`src/rtl/mc_ctrl_unit.sv`:
```
// mc_ctrl_unit -- sequential half of the multicycle MIPS controller.
//
// Holds the FSM state register and hands the current state to the external
// combinational next-state logic, which returns state_next. That value is
// registered subject to a memory-wait hold and an illegal-opcode/funct check.
// The registered state, together with opcode/funct/zero, is decoded into the
// datapath strobes. Cycle and retired-instruction counters are also kept here.
//
// Ports:
//   clk, rst_n        clock (rising edge), asynchronous active-low reset
//   state_next [3:0]  next state proposed by the next-state logic
//   opcode, funct     IR[31:26], IR[5:0]
//   zero              ALU zero flag (beq decision)
//   mem_ready         memory access completes this cycle
//   state [3:0]       current state, fed to the next-state logic
//   pc_wr .. pc_src   datapath control strobes (all 0 until run is set)
//   illegal           one-cycle pulse on an unsupported opcode/funct/state
//   instr_done        one-cycle pulse when an instruction retires
//   cycle_cnt         cycles counted since the controller started running
//   instr_cnt         retired instructions
module mc_ctrl_unit #(
    parameter int CNT_W = 32
) (
    input  logic             clk,
    input  logic             rst_n,
    input  logic [3:0]       state_next,
    input  logic [5:0]       opcode,
    input  logic [5:0]       funct,
    input  logic             zero,
    input  logic             mem_ready,
    output logic [3:0]       state,
    output logic             pc_wr,
    output logic             ir_wr,
    output logic             mem_rd,
    output logic             mem_wr,
    output logic             iord,
    output logic             byte_en,
    output logic             reg_wr,
    output logic [1:0]       reg_dst,
    output logic [1:0]       wb_sel,
    output logic             alu_src_a,
    output logic [1:0]       alu_src_b,
    output logic [1:0]       ext_op,
    output logic [1:0]       alu_op,
    output logic [1:0]       pc_src,
    output logic             illegal,
    output logic             instr_done,
    output logic [CNT_W-1:0] cycle_cnt,
    output logic [CNT_W-1:0] instr_cnt
);

    typedef enum logic [3:0] {
        S_IF     = 4'd0,
        S_ID     = 4'd1,
        S_MA     = 4'd2,
        S_MR     = 4'd3,
        S_MEMWB  = 4'd4,
        S_MW     = 4'd5,
        S_EXE    = 4'd6,
        S_WB     = 4'd7,
        S_BRANCH = 4'd8,
        S_JUMP   = 4'd9
    } state_t;

    localparam logic [5:0] OP_RTYPE = 6'b000000;
    localparam logic [5:0] OP_ORI   = 6'b001101;
    localparam logic [5:0] OP_LUI   = 6'b001111;
    localparam logic [5:0] OP_ADDIU = 6'b001001;
    localparam logic [5:0] OP_ADDI  = 6'b001000;
    localparam logic [5:0] OP_BEQ   = 6'b000100;
    localparam logic [5:0] OP_SW    = 6'b101011;
    localparam logic [5:0] OP_LW    = 6'b100011;
    localparam logic [5:0] OP_SB    = 6'b101000;
    localparam logic [5:0] OP_LB    = 6'b100000;
    localparam logic [5:0] OP_J     = 6'b000010;
    localparam logic [5:0] OP_JAL   = 6'b000011;

    localparam logic [5:0] FN_ADDU = 6'b100001;
    localparam logic [5:0] FN_SUBU = 6'b100011;
    localparam logic [5:0] FN_AND  = 6'b100100;
    localparam logic [5:0] FN_OR   = 6'b100101;
    localparam logic [5:0] FN_SLT  = 6'b101010;
    localparam logic [5:0] FN_JR   = 6'b001000;
    localparam logic [5:0] FN_JALR = 6'b001001;

    state_t cur_state;
    state_t next_d;
    logic   run;
    logic   hold;
    logic   op_ok;
    logic   fn_ok;
    logic   ill_d;
    logic   retire_d;

    assign state = cur_state;

    // Supported instruction set: anything else decoded in ID is flagged.
    always_comb begin
        op_ok = 1'b0;
        case (opcode)
            OP_RTYPE, OP_ORI, OP_LUI, OP_ADDIU, OP_ADDI, OP_BEQ,
            OP_SW, OP_LW, OP_SB, OP_LB, OP_J, OP_JAL: op_ok = 1'b1;
            default:                                  op_ok = 1'b0;
        endcase
        fn_ok = 1'b0;
        case (funct)
            FN_ADDU, FN_SUBU, FN_AND, FN_OR, FN_SLT, FN_JR, FN_JALR: fn_ok = 1'b1;
            default:                                                 fn_ok = 1'b0;
        endcase
    end

    // State update: memory wait holds first, then the illegal checks,
    // otherwise accept the next-state logic's proposal. An illegal exit
    // restarts fetch without counting as a retirement.
    always_comb begin
        next_d   = cur_state;
        ill_d    = 1'b0;
        hold     = ((cur_state == S_IF) || (cur_state == S_MR) || (cur_state == S_MW))
                   && !mem_ready;
        if (hold) begin
            next_d = cur_state;
        end else if ((cur_state == S_ID) && !op_ok) begin
            ill_d = 1'b1;
        end else if ((cur_state == S_ID) && (opcode == OP_RTYPE) && !fn_ok) begin
            ill_d = 1'b1;
        end else if (state_next > 4'd9) begin
            ill_d = 1'b1;
        end else begin
            next_d = state_t'(state_next);
        end
        if (ill_d) begin
            next_d = S_IF;
        end
        retire_d = !ill_d && !hold && (next_d == S_IF) &&
                   ((cur_state == S_MEMWB) || (cur_state == S_MW) || (cur_state == S_WB) ||
                    (cur_state == S_BRANCH) || (cur_state == S_JUMP));
    end

    // run gates everything for the first cycle after reset release so the
    // first fetch strobes appear one cycle later.
    always_ff @(posedge clk or negedge rst_n) begin
        if (!rst_n) begin
            run        <= 1'b0;
            cur_state  <= S_IF;
            illegal    <= 1'b0;
            instr_done <= 1'b0;
            cycle_cnt  <= '0;
            instr_cnt  <= '0;
        end else if (!run) begin
            run <= 1'b1;
        end else begin
            cur_state  <= next_d;
            illegal    <= ill_d;
            instr_done <= retire_d;
            cycle_cnt  <= cycle_cnt + CNT_W'(1);
            if (retire_d) begin
                instr_cnt <= instr_cnt + CNT_W'(1);
            end
        end
    end

    // Moore decode of the datapath strobes; IF's write enables follow
    // mem_ready so PC/IR only load when the fetch actually completes.
    always_comb begin
        pc_wr     = 1'b0;
        ir_wr     = 1'b0;
        mem_rd    = 1'b0;
        mem_wr    = 1'b0;
        iord      = 1'b0;
        byte_en   = 1'b0;
        reg_wr    = 1'b0;
        reg_dst   = 2'b00;
        wb_sel    = 2'b00;
        alu_src_a = 1'b0;
        alu_src_b = 2'b00;
        ext_op    = 2'b00;
        alu_op    = 2'b00;
        pc_src    = 2'b00;
        if (run) begin
            case (cur_state)
                S_IF: begin
                    mem_rd    = 1'b1;
                    alu_src_b = 2'b01;
                    ir_wr     = mem_ready;
                    pc_wr     = mem_ready;
                end
                S_ID: begin
                    alu_src_b = 2'b11;
                    ext_op    = 2'b01;
                end
                S_MA: begin
                    alu_src_a = 1'b1;
                    alu_src_b = 2'b10;
                    ext_op    = 2'b01;
                end
                S_MR: begin
                    mem_rd  = 1'b1;
                    iord    = 1'b1;
                    byte_en = (opcode == OP_LB);
                end
                S_MEMWB: begin
                    reg_wr  = 1'b1;
                    wb_sel  = 2'b01;
                    byte_en = (opcode == OP_LB);
                end
                S_MW: begin
                    mem_wr  = 1'b1;
                    iord    = 1'b1;
                    byte_en = (opcode == OP_SB);
                end
                S_EXE: begin
                    case (opcode)
                        OP_RTYPE: begin
                            alu_src_a = 1'b1;
                            alu_op    = 2'b10;
                        end
                        OP_ORI: begin
                            alu_src_a = 1'b1;
                            alu_src_b = 2'b10;
                            ext_op    = 2'b00;
                            alu_op    = 2'b11;
                        end
                        OP_LUI: begin
                            alu_src_a = 1'b1;
                            alu_src_b = 2'b10;
                            ext_op    = 2'b10;
                        end
                        OP_ADDI, OP_ADDIU: begin
                            alu_src_a = 1'b1;
                            alu_src_b = 2'b10;
                            ext_op    = 2'b01;
                        end
                        default: begin
                        end
                    endcase
                end
                S_WB: begin
                    reg_wr  = 1'b1;
                    reg_dst = (opcode == OP_RTYPE) ? 2'b01 : 2'b00;
                end
                S_BRANCH: begin
                    alu_src_a = 1'b1;
                    alu_op    = 2'b01;
                    pc_src    = 2'b01;
                    pc_wr     = zero;
                end
                S_JUMP: begin
                    if (opcode == OP_J) begin
                        pc_src = 2'b10;
                        pc_wr  = 1'b1;
                    end else if (opcode == OP_JAL) begin
                        pc_src  = 2'b10;
                        pc_wr   = 1'b1;
                        reg_wr  = 1'b1;
                        reg_dst = 2'b10;
                        wb_sel  = 2'b10;
                    end else if ((opcode == OP_RTYPE) && (funct == FN_JR)) begin
                        pc_src = 2'b11;
                        pc_wr  = 1'b1;
                    end else if ((opcode == OP_RTYPE) && (funct == FN_JALR)) begin
                        pc_src  = 2'b11;
                        pc_wr   = 1'b1;
                        reg_wr  = 1'b1;
                        reg_dst = 2'b01;
                        wb_sel  = 2'b10;
                    end
                end
                default: begin
                end
            endcase
        end
    end

endmodule

```
`config.mk`:
```
export PLATFORM = sky130hd
export DESIGN_NAME = mc_ctrl_unit
export DESIGN_NICKNAME = d
export VERILOG_FILES = /design/src/rtl/mc_ctrl_unit.sv
export SDC_FILE = /design/constraint.sdc
export NUM_CORES = 1
export LEC_CHECK = 0
export BUFFER_PORTS_ARGS = -buffer_cell sky130_fd_sc_hd__clkbuf_2
export CELL_PAD_IN_SITES_DETAIL_PLACEMENT = 1
export CELL_PAD_IN_SITES_GLOBAL_PLACEMENT = 2
export CORE_ASPECT_RATIO = 0.7
export CORE_UTILIZATION = 35
export DETAILED_ROUTE_END_ITERATION = 12
export GPL_TIMING_DRIVEN = 0
export PLACE_DENSITY = 0.82
export SYNTH_ARGS = -nofsm -noshare
export SYNTH_HDL_FRONTEND = slang
export SYNTH_SLANG_ARGS = --single-unit
```
`constraint.sdc`:
```
create_clock -name clk -period 6.1 [get_ports clk]
set_input_delay 0.915 -clock clk [delete_from_list [all_inputs] [get_ports clk]]
set_output_delay 0.915 -clock clk [all_outputs]
set_load 0.02 [all_outputs]
```
* After elaboration in Yosys (flattened, before gate mapping)
Cells that the tools add are included.
** Storage, ports and cells
- Register bits :: 71
- Bits in latches :: 0
- Memory bits (writable) :: 0
- ROM bits :: 0
- Input port bits :: 20
- Output and inout bits :: 90
- Memories kept :: 0
** Operators by class
- Add/subtract/negate cells :: 2
- $mul :: 0
- Divide/modulo/power cells :: 0
- Order comparisons :: 1
- Eq/ne operators :: 27
- Shift-type cells :: 0
- Mux-type cells :: 63
- Bitwise gates (word level) :: 0
- Reduce and logical (&&, ||, !) cells :: 35
** Operators by type and width (number)
- $add 32x1->32 const B :: 2
- $eq 6x6->1 const B :: 9
- $eq 6x4->1 const B :: 6
- $mux 2 :: 17
- $mux 1 :: 29
- $pmux 2 s2 :: 7
- $mux 4 :: 5
- $eq 4x3->1 const B :: 4
- $reduce_or 2->1 :: 7
- $eq 6x2->1 const B :: 2
- $reduce_or 12->1 :: 1
- $logic_and 1x1->1 :: 9
- $eq 4x2->1 const B :: 2
- $eq 4x4->1 const B :: 2
- $logic_not 4->1 :: 2
- $pmux 2 s4 :: 1
- $reduce_or 7->1 :: 1
- $eq 6x3->1 const B :: 1
- $logic_not 6->1 :: 1
- $logic_or 1x1->1 :: 6
- $pmux 1 s2 :: 3
- $logic_not 1->1 :: 5
- $reduce_or 5->1 :: 1
- $eq 4x1->1 const B :: 1
- 4 further kinds :: 4

* Depth between registers and ports, before layout
Gate-level depths: netlist (run 1).
- Word-level depth :: 13
- Depth in mapped cells :: 9
- Depth with buffers taken out :: 7

* Least setup slack after synthesis (run 1)
No wires, ideal clock.
- Kind :: input port to output port
- Start :: in funct[2]
- End :: out reg_wr
- Data arrival time :: 2212 ps
- Data required time :: 5185 ps
- Path slack :: 2973 ps
- Stages on the path :: 5
- Buffers on the path :: 0
- Cell sequence :: nand2b_1 -> or4_1 -> nor4b_1 -> a21oi_1 -> o22ai_1
** On the way
- Cells in the longest elaborated chain, start to end :: 8
** RTL lines
- from (decl) :: line 28 : input logic [5:0] funct,
- $eq 6x4->1 :: line 260 : end else if ((opcode == OP_RTYPE) && (funct == FN_JALR)) begin
- $logic_and 1x1->1 :: line 260
- $mux 1 :: line 260
- $mux 1 * :: line 257 : end else if ((opcode == OP_RTYPE) && (funct == FN_JR)) begin
- $mux 1 * :: line 251 : end else if (opcode == OP_JAL) begin
- $mux 1 * :: line 248 : if (opcode == OP_J) begin
- $pmux 1 s2 * :: line 180 : case (cur_state)
- $mux 1 * :: line 179 : if (run) begin
- to (decl) :: line 38 : output logic reg_wr,
Every way passes the cells marked *; elsewhere a longest branch is shown, timed or not.

* Worst setup path in the final report (run 1)
Same ends and word-level chain as after synthesis.

==> results of run 1 <==
==> kinds of logic (layout without fill, tap and decap cells) <==
family                   after synthesis  in the layout  share of synthesized area
buffers and inverters                 30            155                     0.0348
adder cells (fa/ha/maj)                2              2                    0.00622
AND/OR/NAND/NOR                      197            197                      0.307
AO/OA/AOI/OAI                         34             34                     0.0616
other                                  1              1                   0.000932
XOR/XNOR                              64             64                      0.139
multiplexers                           3              3                    0.00839
flip-flops                            71             71                      0.442
==> area by class of cell <==
class | instances | area, µm²
fillers | 1309 | 6000
multi-input cells | 301 | 2110
flip-flops and latches | 71 | 1780
repair buffers | 109 | 571
clock buffers | 10 | 239
well taps | 153 | 191
plain buffers | 17 | 91.3
clock inverters | 6 | 70.1
inverters | 13 | 48.8
==> power by group through the flow <==
stage,Clock (W),Sequential (W),Combinational (W)
after floorplan,0,0.000600,0.000160
after global placement,0,0.000566,0.000308
after detailed placement,0,0.000568,0.000318
after CTS,0.000554,0.000560,0.000320
after global routing,0.000572,0.000565,0.000347
final,0.000535,0.000559,0.000316
==> path summary, 6_finish.rpt <==
path	startpoint	endpoint	cells after the start
min	rst_n	cycle_cnt[5]	1
max reg2reg	state[1]	instr_cnt[28]	9
min in group clk	instr_cnt[31]	instr_cnt[31]	1
min reg2reg	instr_cnt[31]	instr_cnt[31]	1
max	funct[2]	reg_wr	7
max in group asynchronous	rst_n	instr_cnt[13]	2
==> routing by layer <==
| metal | vias to the layer above | share of wire |
|---|---|---|
| met2 | 74 | 0.43 |
| met5 | - | 0 |
| met1 | 1733 | 0.51 |
| met3 | 10 | 0.043 |
| met4 | 0 | 0.010 |
| li1 | 1667 | - |
==> flip-flops by register name, summed over array words and instances (netlist names) <==
signal      flops
run             1
illegal         1
instr_cnt      32
cycle_cnt      32
state           4
instr_done      1
==> stage by stage <==
stage | worst slack, ns | cell area [µm²] | std cells
floorplan | 2.97 | 4020 | 402
global placement | 2.81 | 4760 | 663
detailed placement | 2.79 | 4790 | 664
CTS | 2.78 | 5090 | 680
global route | 2.57 | 5090 | 680
finish | 2.78 | 5090 | 680
==> placed cells by master, fill, tap and decap left out, drive strengths merged, types with 2 or more instances in the layout <==
master	n
nor4	24
nor2b	4
inv	13
xnor2	20
o22ai	5
o21ai	3
or2	2
clkinv	2
o211a	2
clkinvlp	3
or3	5
o31ai	2
or2b	2
nor3b	2
and3	5
dfrtp	71
a21oi	6
nand2b	12
xor2	44
nor3	15
nand2	41
and2	2
a31oi	5
ha	2
nand4	15
mux2	3
nor4b	8
a22o	2
and4	7
nand3	19
buf	8
clkbuf	128
nor2	31
or4	3
==> synth_stat cells, types with 5 or more instances <==
master and n:
dfrtp_1 71, xor2_1 44, nand2_1 39, nor2_1 31, xnor2_1 20, nand3_1 19
nor4_2 19, nand4_1 15, nor3_1 15, inv_1 13, nand2b_1 12, clkbuf_1 10
and4_1 7, a21oi_1 6, a31oi_1 5, and3_1 5, nor4b_2 5, o22ai_1 5
or3_1 5
==> summary.md, run 1 <==
| Metric | Value |
|---|---|
| Outcome | complete, no violations |
| MaxCap Viol Count | 0 |
| Post-synth top area cell | dfrtp_1 |
| FF+latch count, synth | 71 |
| Initial antenna violation count | 0 |
| Number of placed I/O pins | 110 |
| Critical path's slowest cell | or4_1 |
| Sequential group share of total power | 0.396 |
| Top Family by Delay on Critical Path | simple AND/OR/NAND/NOR gates |
| Crit path launch type | input port |
| Met2 Usage GRT | 0.289 |
| Largest net degree at the start of global routing | 64 |
| Number of synthesized flops with an enable pin | 0 |
| Crit-path cells | clkbuf_2 > nand2b_1 > or4_1 > nor4b_1 > a21oi_1 > o22ai_1 > clkbuf_2 |
| Flop-to-flop setup slack | 3.23 ns |
| CTS Root Cell | clkbuf_16 |
| Unrepaired setup endpoints after global routing | no |
| Worst path most repeated cell | clkbuf_2 |
| Period Utilization, post-route | 0.543 |
| Vias post-DR | 3,484 |
| Core area | 11,100 µm² |
| Setup CP Type | input port to primary output |
| Hold Worst Slack | 0.434 ns |
| P&R area growth vs syn | 26.6% |
| Clock Skew | 0.00576 ns |
| Measured slew at the worst slew-check pin | 0.936 ns |
| Gr busiest metal | met1 |
| Post-CTS Setup Inserts | 0 |
| Met1 global-route usage | 0.300 |
| Gr ovfl total | 0 |
| Crit path DAT | 2.40 ns |
| Port Buf Inserts | 108 |
| Met3 Use GR | 0.0449 |
| Setup_tns | 0 ns |
| Post-route DRC | 0 |
| CTS Buffer Depth | 2 |
| Clk Latency, worst-skew pair | 0.33 ns |
| Pwr dens | 277 nW/µm² |
| FFs w/ async S/R, synth | 1.00 |
| First-pass GRT wire length | 18,600 µm |
| Cell Area, Synth | 4020 µm² |
| Headroom to the max-slew limit | 0.370 |
| Leakage | 2.45 nW |
| Die Height | 91.7 µm |
| Initial DRC Count | 167 |
| Comb power frac | 0.224 |
| CTS sink cnt | 71 |
| Share of the synthesized area in the top cell type | 0.442 |
| TritonCTS clock tree | yes |
| Warnings, synthesis | 0 |
| Part of the power in the clock network | 0.379 |
| Final max-slew violation count | 0 |
| Net Count, Synth | 424 |
| CTS Hold Bufs | 0 |
| Reg clk slew, reported paths | 0.06 ns |
| Die X | 130 µm |
| Via density | 5.12 |
| Switching part of the total | 0.329 |
| Row count | 32 |
| Buf/Inv on CP | 2 |
| Switching Power | 0.000464 W |
| Cell Int Power | 0.000947 W |
| GP Congestion | 0.780 |
| Part of the Yosys area used for sequential elements | 0.442 |
| Data required, critical path | 5.18 ns |
| HPWL after detailed placement | 8490 µm |
| Routed len/inst | 16.6 µm |
| Syn Inst Count | 402 |
| Initial Utilization | 0.363 |
| GRT Util Overall | 0.201 |
| Worst vdd ir | 0.161 mV |
| HP Class | input port to asynchronous set/reset pin |
| # nets final | 544 |
| DR pass1 iterations | 4 |
| Delay of the slowest critical-path stage | 0.46 ns |
| Routed wire length | 11,300 µm |
| Number of global-route vias before repair | 3,524 |
| Worst Setup End Kind | primary output |
| Total Power | 0.00141 W |
| Area contributors post-synth | dfrtp_1 44%, xor2_1 9.6%, nor4_2 5.9% |
| Cell variety after synth | 52 |
| Layout cells sized above 1 | 0.321 |
| F_max | 0.302 GHz |
| Total CTS buffers | 9 |
| Post-DRT Antenna Nets | 0 |
| Total die area | 11,900 µm² |
| H-tree Lvls | 3 |
| Main synth FF type | dfrtp_1 |
| Min Clock Period, post-route | 3.32 ns |
| Final Hold Viols | 0 |
| Antenna fix cells | 0 |
| Final setup fails | 0 |
| Synth Area per Inst | 10.0 µm² |
| Post-cts sizing count | 0 |
| Util after Layout | 0.459 |
| Crit path max fanout | 3 |
(Power assumes the default switching activity.)
==> run 2, diff against run 1 <==
--- a/config.mk
+++ b/config.mk
@@ -9,10 +9,10 @@
 export CELL_PAD_IN_SITES_DETAIL_PLACEMENT = 1
 export CELL_PAD_IN_SITES_GLOBAL_PLACEMENT = 2
 export CORE_ASPECT_RATIO = 0.7
-export CORE_UTILIZATION = 35
+export CORE_UTILIZATION = 32
 export DETAILED_ROUTE_END_ITERATION = 12
 export GPL_TIMING_DRIVEN = 0
-export PLACE_DENSITY = 0.82
+export PLACE_DENSITY = 0.76
 export SYNTH_ARGS = -nofsm -noshare
 export SYNTH_HDL_FRONTEND = slang
 export SYNTH_SLANG_ARGS = --single-unit
==> constraint.sdc (replaced) <==
create_clock -name clk -period 3.05 [get_ports clk]
set_input_delay 0.4575 -clock clk [delete_from_list [all_inputs] [get_ports clk]]
set_output_delay 0.4575 -clock clk [all_outputs]
set_load 0.02 [all_outputs]
==> summary.md, run 2 (synthesis gave the netlist of run 1 again) <==
| Metric | Value |
|---|---|
| Outcome | complete, no violations |
| Clock Skew | 0.00772 ns |
| CTS Buffer Depth | 2 |
| TritonCTS clock tree | yes |
| Initial DRC Count | 97 |
| Measured slew at the worst slew-check pin | 0.951 ns |
| Die Height | 95.8 µm |
| Final WS setup | 0.332 ns |
| Most frequent cells in the layout | 107 x clkbuf_2, 71 x dfrtp_1, 44 x xor2_1 |
| Met3 Use GR | 0.0427 |
| Met1 global-route usage | 0.271 |
| Post-route DRC | 0 |
| Util after Layout | 0.425 |
| Final Hold Viols | 0 |
| Post-route cell area | 5090 µm² |
| Leading cell type in the layout, fill and taps excluded | clkbuf_2 |
| Part of the power in the clock network | 0.374 |
| Comb power frac | 0.225 |
| Met2 Usage GRT | 0.279 |
| Gr busiest metal | met2 |
| HP Class | input port to asynchronous set/reset pin |
| CTS Root Cell | clkbuf_16 |
| Final max-slew violation count | 0 |
| Headroom to the max-slew limit | 0.360 |
| HPWL after detailed placement | 8870 µm |
| # nets final | 544 |
| Number of global-route vias before repair | 3,498 |
| Port Buf Inserts | 108 |
| Routed wire length | 11,400 µm |
| Crit path DAT | 2.98 ns |
| Final setup fails | 0 |
| R2r worst-path depth | 7 |
| Pwr dens | 553 nW/µm² |
| Reg clk slew, reported paths | 0.06 ns |
| Flop-to-flop setup slack | 0.33 ns |
| Core area | 12,000 µm² |
| P&R area growth vs syn | 26.5% |
| Crit path launch type | flip-flop |
| DR pass1 iterations | 4 |
| CTS Hold Bufs | 0 |
| Worst Setup End Kind | flip-flop |
| First-pass GRT wire length | 18,700 µm |
| Min Clock Period, post-route | 2.72 ns |
| Switching part of the total | 0.328 |
| Worst vdd ir | 0.282 mV |
| Hold Worst Slack | 0.0992 ns |
| F_max | 0.368 GHz |
| Antenna fix cells | 0 |
| Initial Utilization | 0.336 |
| Delay of the slowest critical-path stage | 0.85 ns |
| Crit-path cells | clkbuf_1 > nand3_1 > nor4_1 > nand4_1 > or2_1 > nor2_1 > xor2_1 |
| Cell Int Power | 0.00189 W |
| Vias post-DR | 3,509 |
| Crit path max fanout | 8 |
| Setup_tns | 0 ns |
| CTS sink cnt | 71 |
| GP Congestion | 0.813 |
| Unrepaired setup endpoints after global routing | no |
| Leakage | 2.44 nW |
| Sequential group share of total power | 0.400 |
| Row count | 33 |
| Critical path's slowest cell | nor4_1 |
| Data required, critical path | 3.31 ns |
| Clk Latency, worst-skew pair | 0.34 ns |
| Initial antenna violation count | 0 |
| Die X | 136 µm |
| Setup CP Type | flip-flop to flip-flop |
| Gr ovfl total | 0 |
| Total die area | 13,000 µm² |
| Place WS | 0.217 ns |
| Post-DRT Antenna Nets | 0 |
| Layout cells sized above 1 | 0.321 |
| Largest net degree at the start of global routing | 41 |
| GRT Util Overall | 0.187 |
| Routed len/inst | 16.7 µm |
| Switching Power | 0.000923 W |
| Period Utilization, post-route | 0.891 |
| Reg2reg end | cycle_cnt[26] |
| Via density | 5.13 |
| MaxCap Viol Count | 0 |
| Total CTS buffers | 9 |
| DP Area | 4780 µm² |
| H-tree Lvls | 3 |
| Reg-to-reg startpoint | run |
| Number of placed I/O pins | 110 |
[run 2: changes by cell type in the layout (fill, tap and decap cells not counted), sizes merged]
cell / delta
clkinv: -1
clkbuf: +1
[run 2: area by class of cell]
| type | count | area [µm²] |
|---|---|---|
| tap | 157 | 196 |
| fill | 1404 | 6890 |
| clock buffer | 11 | 243 |
| multi-input combinational | 301 | 2110 |
| inverter | 13 | 48.8 |
| timing repair buffer | 109 | 563 |
| sequential | 71 | 1780 |
| clock inverter | 5 | 57.6 |
| buffer | 17 | 91.3 |
[run 2: worst max path at each step]
| stage | start | endpoint | cells after the start |
|---|---|---|---|
| after global routing | run | cycle_cnt[28] | 7 |
| after CTS | state[1] | instr_cnt[30] | 9 |
| after detailed placement | opcode[3] | instr_cnt[31] | 8 |
| final | run | cycle_cnt[26] | 7 |
| after global placement | opcode[3] | instr_cnt[31] | 8 |
| after floorplan | opcode[0] | instr_cnt[12] | 8 |
[run 2: timing repair]
item / CTS / global route
hold endpoints to repair: 0 / 0
resized for setup: 0 / 1
setup endpoints to repair: 0 / 19
setup buffers: 0 / 0
[run 2: worst max-delay path, delay by kind of cell, from the launching register on]
family | cells | cell delay [ns]
simple gates | 5 | 1.86
xor+xnor | 1 | 0.15
flops | 1 | 0.32
buf+inv | 1 | 0.33
[run 2: layer usage]
layer	part of all wire	wire, µm
met5	0	0
met4	0.011	126
met3	0.041	469
met2	0.44	5020
met1	0.51	5790
[run 2: stage by stage]
stage	total power [W]	cells
6_report	0.00281	684
5_1_grt	0.00295	684
4_1_cts	0.00285	684
3_5_place_dp	0.00178	668
3_3_place_gp	0.00175	667
2_1_floorplan	0.00152	402
[run 2: power groups by stage]
| stage | Clock (W) | Combinational, W | Sequential (W) |
|---|---|---|---|
| floorplan | 0 | 0.000320 | 0.00120 |
| global placement | 0 | 0.000616 | 0.00114 |
| detailed placement | 0 | 0.000636 | 0.00114 |
| CTS | 0.00108 | 0.000637 | 0.00113 |
| global route | 0.00112 | 0.000692 | 0.00114 |
| finish | 0.00105 | 0.000634 | 0.00113 |
